### src/rtl/hub75_pkg.sv
// hub75_pkg: shared FSM state type, default plane count and RGB plane-bit slicer for the HUB75 column driver
package hub75_pkg;

    typedef enum logic [2:0] {IDLE, FETCH, SHIFT, LATCH, DISPLAY} state_t;

    localparam int RGB_RES_DEF = 9;
    localparam int BPC = RGB_RES_DEF / 3;

    // Pixel word layout is {R, G, B}, each bpc bits wide; returns {r, g, b} bit b of each channel.
    function automatic logic [2:0] plane_bits(input logic [31:0] word, input int bpc, input int b);
        return {word[2*bpc+b], word[bpc+b], word[b]};
    endfunction

endpackage

### src/rtl/hub75_column_driver_timer.sv
// bcm_on_timer: times one BCM display window of BASE_ON<<plane cycles and gates OE within it
//   clk_i, rst_i   clock, asynchronous active-high reset
//   load_i         start a new window for plane_i (brightness sampled here when enabled)
//   run_i          window in progress (counts while high)
//   plane_i        current bit plane
//   bright_i       8-bit brightness, only with HUB75_BRIGHTNESS_EN defined
//   oe_o           panel should be lit this cycle
//   done_o         last cycle of the window
module bcm_on_timer #(
    parameter int BASE_ON = 8,
    parameter int PLANES  = 3,
    parameter int PW      = 2
) (
    input  logic          clk_i,
    input  logic          rst_i,
    input  logic          load_i,
    input  logic          run_i,
    input  logic [PW-1:0] plane_i,
`ifdef HUB75_BRIGHTNESS_EN
    input  logic [7:0]    bright_i,
`endif
    output logic          oe_o,
    output logic          done_o
);
    localparam int TW = $clog2((BASE_ON << (PLANES - 1)) + 1);

    logic [TW-1:0] cnt_q, cnt_d, len_q, len_d;

    assign len_d  = TW'(BASE_ON) << plane_i;
    assign cnt_d  = load_i ? '0 : run_i ? cnt_q + 1'b1 : cnt_q;
    assign done_o = run_i && cnt_q == len_q - 1'b1;

    always_ff @(posedge clk_i or posedge rst_i)
        if (rst_i) begin
            cnt_q <= '0;
            len_q <= '0;
        end else begin
            cnt_q <= cnt_d;
            len_q <= load_i ? len_d : len_q;
        end

`ifdef HUB75_BRIGHTNESS_EN
    logic [TW-1:0]   thr_q, thr_d;
    logic [TW+7:0]   prod;

    // Lit portion of the window scales with brightness; the window itself keeps its length.
    assign prod  = {8'b0, len_d} * {{TW{1'b0}}, bright_i};
    assign thr_d = prod[TW+7:8];
    assign oe_o  = run_i && cnt_q < thr_q;

    always_ff @(posedge clk_i or posedge rst_i)
        if (rst_i) thr_q <= '0;
        else       thr_q <= load_i ? thr_d : thr_q;
`else
    assign oe_o = run_i;
`endif

endmodule

### src/rtl/hub75_column_driver.sv
// hub75_column_driver: fetches a column pair, snapshots it and scans it out to a HUB75 panel with BCM
//   clk_in, rst_in      clock, asynchronous active-high reset
//   enable_in           run the scan; checked in IDLE and at each address end
//   brightness_in       8-bit OE duty, only with HUB75_BRIGHTNESS_EN defined
//   columns             column pair returned for column_index1/column_index2
//   column_index1/2     requested column (top/bottom half)
//   rgb0/rgb1           serial {r,g,b} data for top/bottom half
//   panel_clk/lat/oe_n  HUB75 shift clock, latch, active-low output enable
//   panel_addr          HUB75 row address
//   frame_done          one-cycle pulse after the last plane of the last address
module hub75_column_driver
    import hub75_pkg::*;
#(
    parameter int SCAN_RATE = 32,
    parameter int NUM_ROWS  = 64,
    parameter int RGB_RES   = 3 * BPC,
    parameter int BASE_ON   = 8
) (
    input  logic                                  clk_in,
    input  logic                                  rst_in,
    input  logic                                  enable_in,
`ifdef HUB75_BRIGHTNESS_EN
    input  logic [7:0]                            brightness_in,
`endif
    input  logic [1:0][NUM_ROWS-1:0][RGB_RES-1:0] columns,
    output logic [$clog2(SCAN_RATE)-1:0]          column_index1,
    output logic [$clog2(SCAN_RATE)-1:0]          column_index2,
    output logic [2:0]                            rgb0,
    output logic [2:0]                            rgb1,
    output logic                                  panel_clk,
    output logic                                  panel_lat,
    output logic                                  panel_oe_n,
    output logic [$clog2(SCAN_RATE)-1:0]          panel_addr,
    output logic                                  frame_done
);
    localparam int AW     = $clog2(SCAN_RATE);
    localparam int SW     = $clog2(2 * NUM_ROWS);
    localparam int RW     = $clog2(NUM_ROWS);
    localparam int PLANES = RGB_RES / 3;
    localparam int PW     = $clog2(PLANES + 1);

    state_t                                 state_q, state_d;
    logic [SW-1:0]                          cnt_q, cnt_d;
    logic [PW-1:0]                          plane_q, plane_d;
    logic [AW-1:0]                          scan_q, scan_d, idx_q, idx_d, addr_q, addr_d;
    logic                                   frame_q, frame_d;
    logic [1:0][NUM_ROWS-1:0][RGB_RES-1:0]  buf_q, buf_d;
    logic [RW-1:0]                          pix;
    logic                                   tm_load, tm_oe, tm_done;

    always_ff @(posedge clk_in or posedge rst_in)
        if (rst_in) begin
            state_q <= IDLE;
            cnt_q   <= '0;
            plane_q <= '0;
            scan_q  <= '0;
            idx_q   <= '0;
            addr_q  <= '0;
            frame_q <= 1'b0;
            buf_q   <= '0;
        end else begin
            state_q <= state_d;
            cnt_q   <= cnt_d;
            plane_q <= plane_d;
            scan_q  <= scan_d;
            idx_q   <= idx_d;
            addr_q  <= addr_d;
            frame_q <= frame_d;
            buf_q   <= buf_d;
        end

    // cnt_q counts FETCH cycles, then SHIFT half-cycles (bit 0 is the panel clock phase).
    always_comb begin
        state_d = state_q;
        cnt_d   = cnt_q;
        plane_d = plane_q;
        scan_d  = scan_q;
        idx_d   = idx_q;
        addr_d  = addr_q;
        buf_d   = buf_q;
        frame_d = 1'b0;
        tm_load = 1'b0;
        case (state_q)
            IDLE: begin
                state_d = enable_in ? FETCH : IDLE;
                cnt_d   = '0;
            end
            FETCH: begin
                cnt_d = cnt_q + 1'b1;
                idx_d = cnt_q == '0 ? scan_q : idx_q;
                if (cnt_q == SW'(2)) begin
                    buf_d   = columns;
                    cnt_d   = '0;
                    state_d = SHIFT;
                end
            end
            SHIFT: begin
                cnt_d = cnt_q + 1'b1;
                if (cnt_q == SW'(2 * NUM_ROWS - 1)) begin
                    state_d = LATCH;
                    addr_d  = scan_q;
                end
            end
            LATCH: begin
                tm_load = 1'b1;
                state_d = DISPLAY;
            end
            DISPLAY: if (tm_done) begin
                cnt_d = '0;
                if (plane_q != PW'(PLANES - 1)) begin
                    plane_d = plane_q + 1'b1;
                    state_d = SHIFT;
                end else begin
                    plane_d = '0;
                    frame_d = scan_q == AW'(SCAN_RATE - 1);
                    scan_d  = frame_d ? '0 : scan_q + 1'b1;
                    state_d = enable_in ? FETCH : IDLE;
                end
            end
            default: state_d = IDLE;
        endcase
    end

    bcm_on_timer #(
        .BASE_ON (BASE_ON),
        .PLANES  (PLANES),
        .PW      (PW)
    ) u_timer (
        .clk_i    (clk_in),
        .rst_i    (rst_in),
        .load_i   (tm_load),
        .run_i    (state_q == DISPLAY),
        .plane_i  (plane_q),
`ifdef HUB75_BRIGHTNESS_EN
        .bright_i (brightness_in),
`endif
        .oe_o     (tm_oe),
        .done_o   (tm_done)
    );

    // Highest pixel goes out first; each pixel occupies a low and a high clock phase.
    assign pix           = RW'(NUM_ROWS - 1) - cnt_q[SW-1:1];
    assign rgb0          = state_q == SHIFT ? plane_bits(32'(buf_q[0][pix]), PLANES, int'(plane_q)) : 3'b0;
    assign rgb1          = state_q == SHIFT ? plane_bits(32'(buf_q[1][pix]), PLANES, int'(plane_q)) : 3'b0;
    assign panel_clk     = state_q == SHIFT && cnt_q[0];
    assign panel_lat     = state_q == LATCH;
    assign panel_oe_n    = !tm_oe;
    assign panel_addr    = addr_q;
    assign column_index1 = idx_q;
    assign column_index2 = idx_q;
    assign frame_done    = frame_q;

endmodule

### config.mk
export PLATFORM = sky130hd
export DESIGN_NAME = hub75_column_driver
export DESIGN_NICKNAME = d
export VERILOG_FILES = /design/src/rtl/hub75_pkg.sv /design/src/rtl/hub75_column_driver_timer.sv /design/src/rtl/hub75_column_driver.sv
export SDC_FILE = /design/constraint.sdc
export NUM_CORES = 2
export LEC_CHECK = 0
export BUFFER_PORTS_ARGS = -buffer_cell sky130_fd_sc_hd__buf_2
export CAP_MARGIN = 15
export CORE_AREA = 2 2 458 460
export DETAILED_ROUTE_END_ITERATION = 8
export DIE_AREA = 0 0 460 462
export PLACE_DENSITY_LB_ADDON = 0.05
export RECOVER_POWER = 50
export REMOVE_ABC_BUFFERS = 1
export SLEW_MARGIN = 20
export SYNTH_ARGS = -nofsm -noshare
export SYNTH_HDL_FRONTEND = slang
export SYNTH_HIERARCHICAL = 1
export SYNTH_SLANG_ARGS = --single-unit
export TNS_END_PERCENT = 20
### constraint.sdc
create_clock -name clk_in -period 32.1 [get_ports clk_in]
set_input_delay 1.605 -clock clk_in [delete_from_list [all_inputs] [get_ports clk_in]]
set_output_delay 1.605 -clock clk_in [all_outputs]
set_load 0.005 [all_outputs]
==> results.json <==
{
  "cts_sinks": 1189,
  "cp_cell_sequence": "clkbuf_1 > clkinvlp_2 > clkbuf_1 > clkbuf_1 > clkbuf_1",
  "dieArea_um2": 213000,
  "area_growth_pct": 24.3,
  "die_h_um": 462,
  "critPathKind": "input port to asynchronous set/reset pin",
  "drt-total-wl_um": 225000,
  "period_share_pct": 49.1,
  "cts_buffer_depth": 3,
  "final_antenna_net_count": 0,
  "setup_viol": 0,
  "clk_pin_slew_ps": 50,
  "synth_area_leader_cell": "dfrtp_1",
  "worstHoldPathType": "flop to flop",
  "pwr-share-comb_pct": 6.3,
  "ys.flop_type": "dfrtp_1",
  "grt_pass1_wl_um": 311000,
  "dp_slack_ps": 25230,
  "fin_ws_ps": 16330,
  "grt_pass1_vias": 38800,
  "cpMaxStageDelayCell": "clkbuf_1",
  "drive_gt1_share_pct": 57.8,
  "grt_use_met1_pct": 25.9,
  "synthDistinctLibCells": 67,
  "fmax_mhz": 63.4,
  "gr-usage-all-layers_pct": 20.8,
  "synth-edff-count": 0,
  "instances_no_fill": 7590,
  "syn_inst": 3563,
  "violations": "max-capacitance violations, max-slew violations",
  "r2r-end": "buf_q[225]",
  "critPathBufInv": 5,
  "vias": 36700,
  "regArea_um2": 29800,
  "hold_viol_final": 0,
  "reg2reg_from": "cnt_q[3]",
  "numPortBuffers": 1179,
  "ios": 1180,
  "p_sw_share_pct": 23.8,
  "power_switching_w": 0.000851,
  "antenna_found_initial": 297,
  "cts_setup_buffers": 0,
  "worstPathMaxFanout": 141,
  "relSlewSlack_pct": -503,
  "num-nets-final": 5863,
  "drt_iter0_markers": 2144,
  "crit_family": "buffers and inverters",
  "syn-cell-area_um2": 54600,
  "async_reset_ff_share_pct": 100,
  "fin_crit_ps": 15770,
  "yosys_warnings": 6,
  "hold_start": "buf_q[422]",
  "end_kind": "asynchronous set/reset pin",
  "numCtsBuffers": 153,
  "hold_path_end": "buf_q[422]",
  "ys_seq_area_share_pct": 54.5,
  "wire_per_inst_um": 29.6,
  "ys_top_cells_by_area": "dfrtp_1 55%, mux2_2 24%, mux4_2 5.3%, mux2i_1 4.7%, mux4_1 1.8%",
  "crit_path_frequent_cell": "clkbuf_1",
  "use_met3_pct": 6.32,
  "multi_input_area_um2": 23000,
  "worstPathArrival_ps": 15910,
  "cts_hold_buf": 0,
  "start_util_pct": 26.2,
  "cts_max_level": 4,
  "required_ps": 32240,
  "nFillCells": 21000,
  "grt_max_degree": 164,
  "cpPeakStageDelay_ps": 5680,
  "p_int_w": 0.00272,
  "gp_congestion": 0.772,
  "ir_drop_uv": 55.7,
  "dr.pass1.iters": 5,
  "via_per_inst": 4.84,
  "cts_root_buffer": "clkbuf_16",
  "clkPwrFrac_pct": 48.5,
  "core_um2": 208000,
  "min_path_cells": 1,
  "status": "finished with violations",
  "place_inst": 7263,
  "rsz0062_at_grt": "no",
  "power.leakage_nw": 30.5,
  "clk-insertion-delay-late_ps": 800,
  "powerDensity_nw_per_um2": 52.6,
  "grt.met2_usage_pct": 34.8,
  "cp-start-kind": "input port",
  "seq_power_share_pct": 45.2,
  "busiest_layer": "met2",
  "ys_ff_latch": 1189,
  "rows": 168,
  "finalSetupTns_ps": 0,
  "avgSynthCellArea_um2": 15.3,
  "tightest_slew_ps": 9040,
  "cts.repair.resized": 0,
  "maxSlewViolCount": 1252,
  "die_width_um": 460,
  "rr_worst_depth": 6,
  "fin_worst_skew_ps": 21.2,
  "gr-total-overflow": 0,
  "post-dp-hpwl_um": 163000,
  "maxCapViolCount": 18,
  "yosysTopAreaCellShare_pct": 54.5,
  "cts_tree": "done",
  "drc": 0,
  "r2r_slack_ps": 18080
}
## worst reg2reg max path: stages, from the launching register on
cell and delay (ps):
dfrtp_1 910, clkbuf_1 1300, or2_2 800, nor4_1 340, clkbuf_1 2700, clkbuf_1 6580, mux2_2 1290
## kinds of logic (layout without fill, tap and decap cells)
group	count (synthesis)	in the layout	share of synthesized area [%]
simple gates	146	146	1.35
flops	1189	1189	54.5
mux	1596	1596	36.0
xor+xnor	8	8	0.128
compound gates	326	326	4.39
other cells	0	56	0
fa+ha+maj	10	10	0.229
buf+inv	288	1539	3.35
## state kept, by name (all words and copies together), names as in the netlist
signal and cells:
frame_done 1, state_q 3, buf_q 1152, u_timer/cnt_q 6, column_index1 5, scan_q 5, panel_addr 5, plane_q 2
u_timer/len_q 3, cnt_q 7
## cells in the mapped netlist, drive strengths merged (4+ instances only)
cell and n:
a2111oi 4, a211o 6, a211oi 10, a21o 4, a21oi 56, a221o 6
a221oi 56, a22o 4, a22oi 14, and2 11, and3 4, buf 200
clkbuf 66, dfrtp 1189, ha 10, inv 20, mux2 1173, mux2i 257
mux4 166, nand2 42, nand2b 5, nand3 14, nand4 10, nor2 27
nor2b 5, nor3 11, o2111ai 5, o211ai 8, o21ai 63, o221ai 59
o22ai 13, or2 5, or3 4, xnor2 4, xor2 4
## metal layers
layer	up-vias	wire, µm
met4	156	6610
li1	15800	-
met5	-	990
met1	18800	93000
met2	1282	108000
met3	604	15800
## metrics by stage
stage          util [%]  power [W]  hold slack, ps  area (µm²)
2_1_floorplan         -    0.00175             472       52800
3_3_place_gp       30.2    0.00187             482       62800
3_5_place_dp       30.2    0.00187             487       62800
4_1_cts            32.6    0.00365             500       67800
5_1_grt            32.5    0.00373             505       67700
6_report           32.6    0.00357             497       67800
## cell usage in the layout (no fill, tap or decap), drive strengths merged, types with 13 or more instances in the layout
cell type and count:
a21oi 56, a221oi 56, a22oi 14, buf 1217
clkbuf 258, clkinv 27, dfrtp 1189, diode 56
inv 30, mux2 1173, mux2i 257, mux4 166
nand2 42, nand3 14, nor2 27, o21ai 63
o221ai 59, o22ai 13
## cell type report
type	count	share of cell area [%]
Sequential cell	1189	43.9
Clock inverter	42	0.714
Clock buffer	229	6.60
Timing Repair Buffer	1246	9.45
Inverter	22	0.129
Antenna cell	56	0.207
Tap cell	2720	5.02
Multi-Input combinational cell	2086	34.0
## power groups by stage
stage	Sequential (W)	Clock (W)	Combinational, W
6_report	0.00161	0.00173	0.000225
5_1_grt	0.00162	0.00186	0.000249
4_1_cts	0.00161	0.00180	0.000232
3_5_place_dp	0.00164	0	0.000231
3_3_place_gp	0.00164	0	0.000228
2_1_floorplan	0.00163	0	0.000120
## worst max path at each step
stage / startpoint / to / slack, ps / cells past startpoint
finish: rst_in / buf_q[266] / 16330 / 5
global route: rst_in / buf_q[630] / 13150 / 5
CTS: cnt_q[1] / rgb1[1] / 24330 / 11
detailed placement: cnt_q[1] / rgb1[1] / 25230 / 11
global placement: cnt_q[1] / rgb1[1] / 25240 / 11
floorplan: cnt_q[1] / buf_q[0] / -101210 / 4
Note: power is estimated with default switching activity, not from simulation.
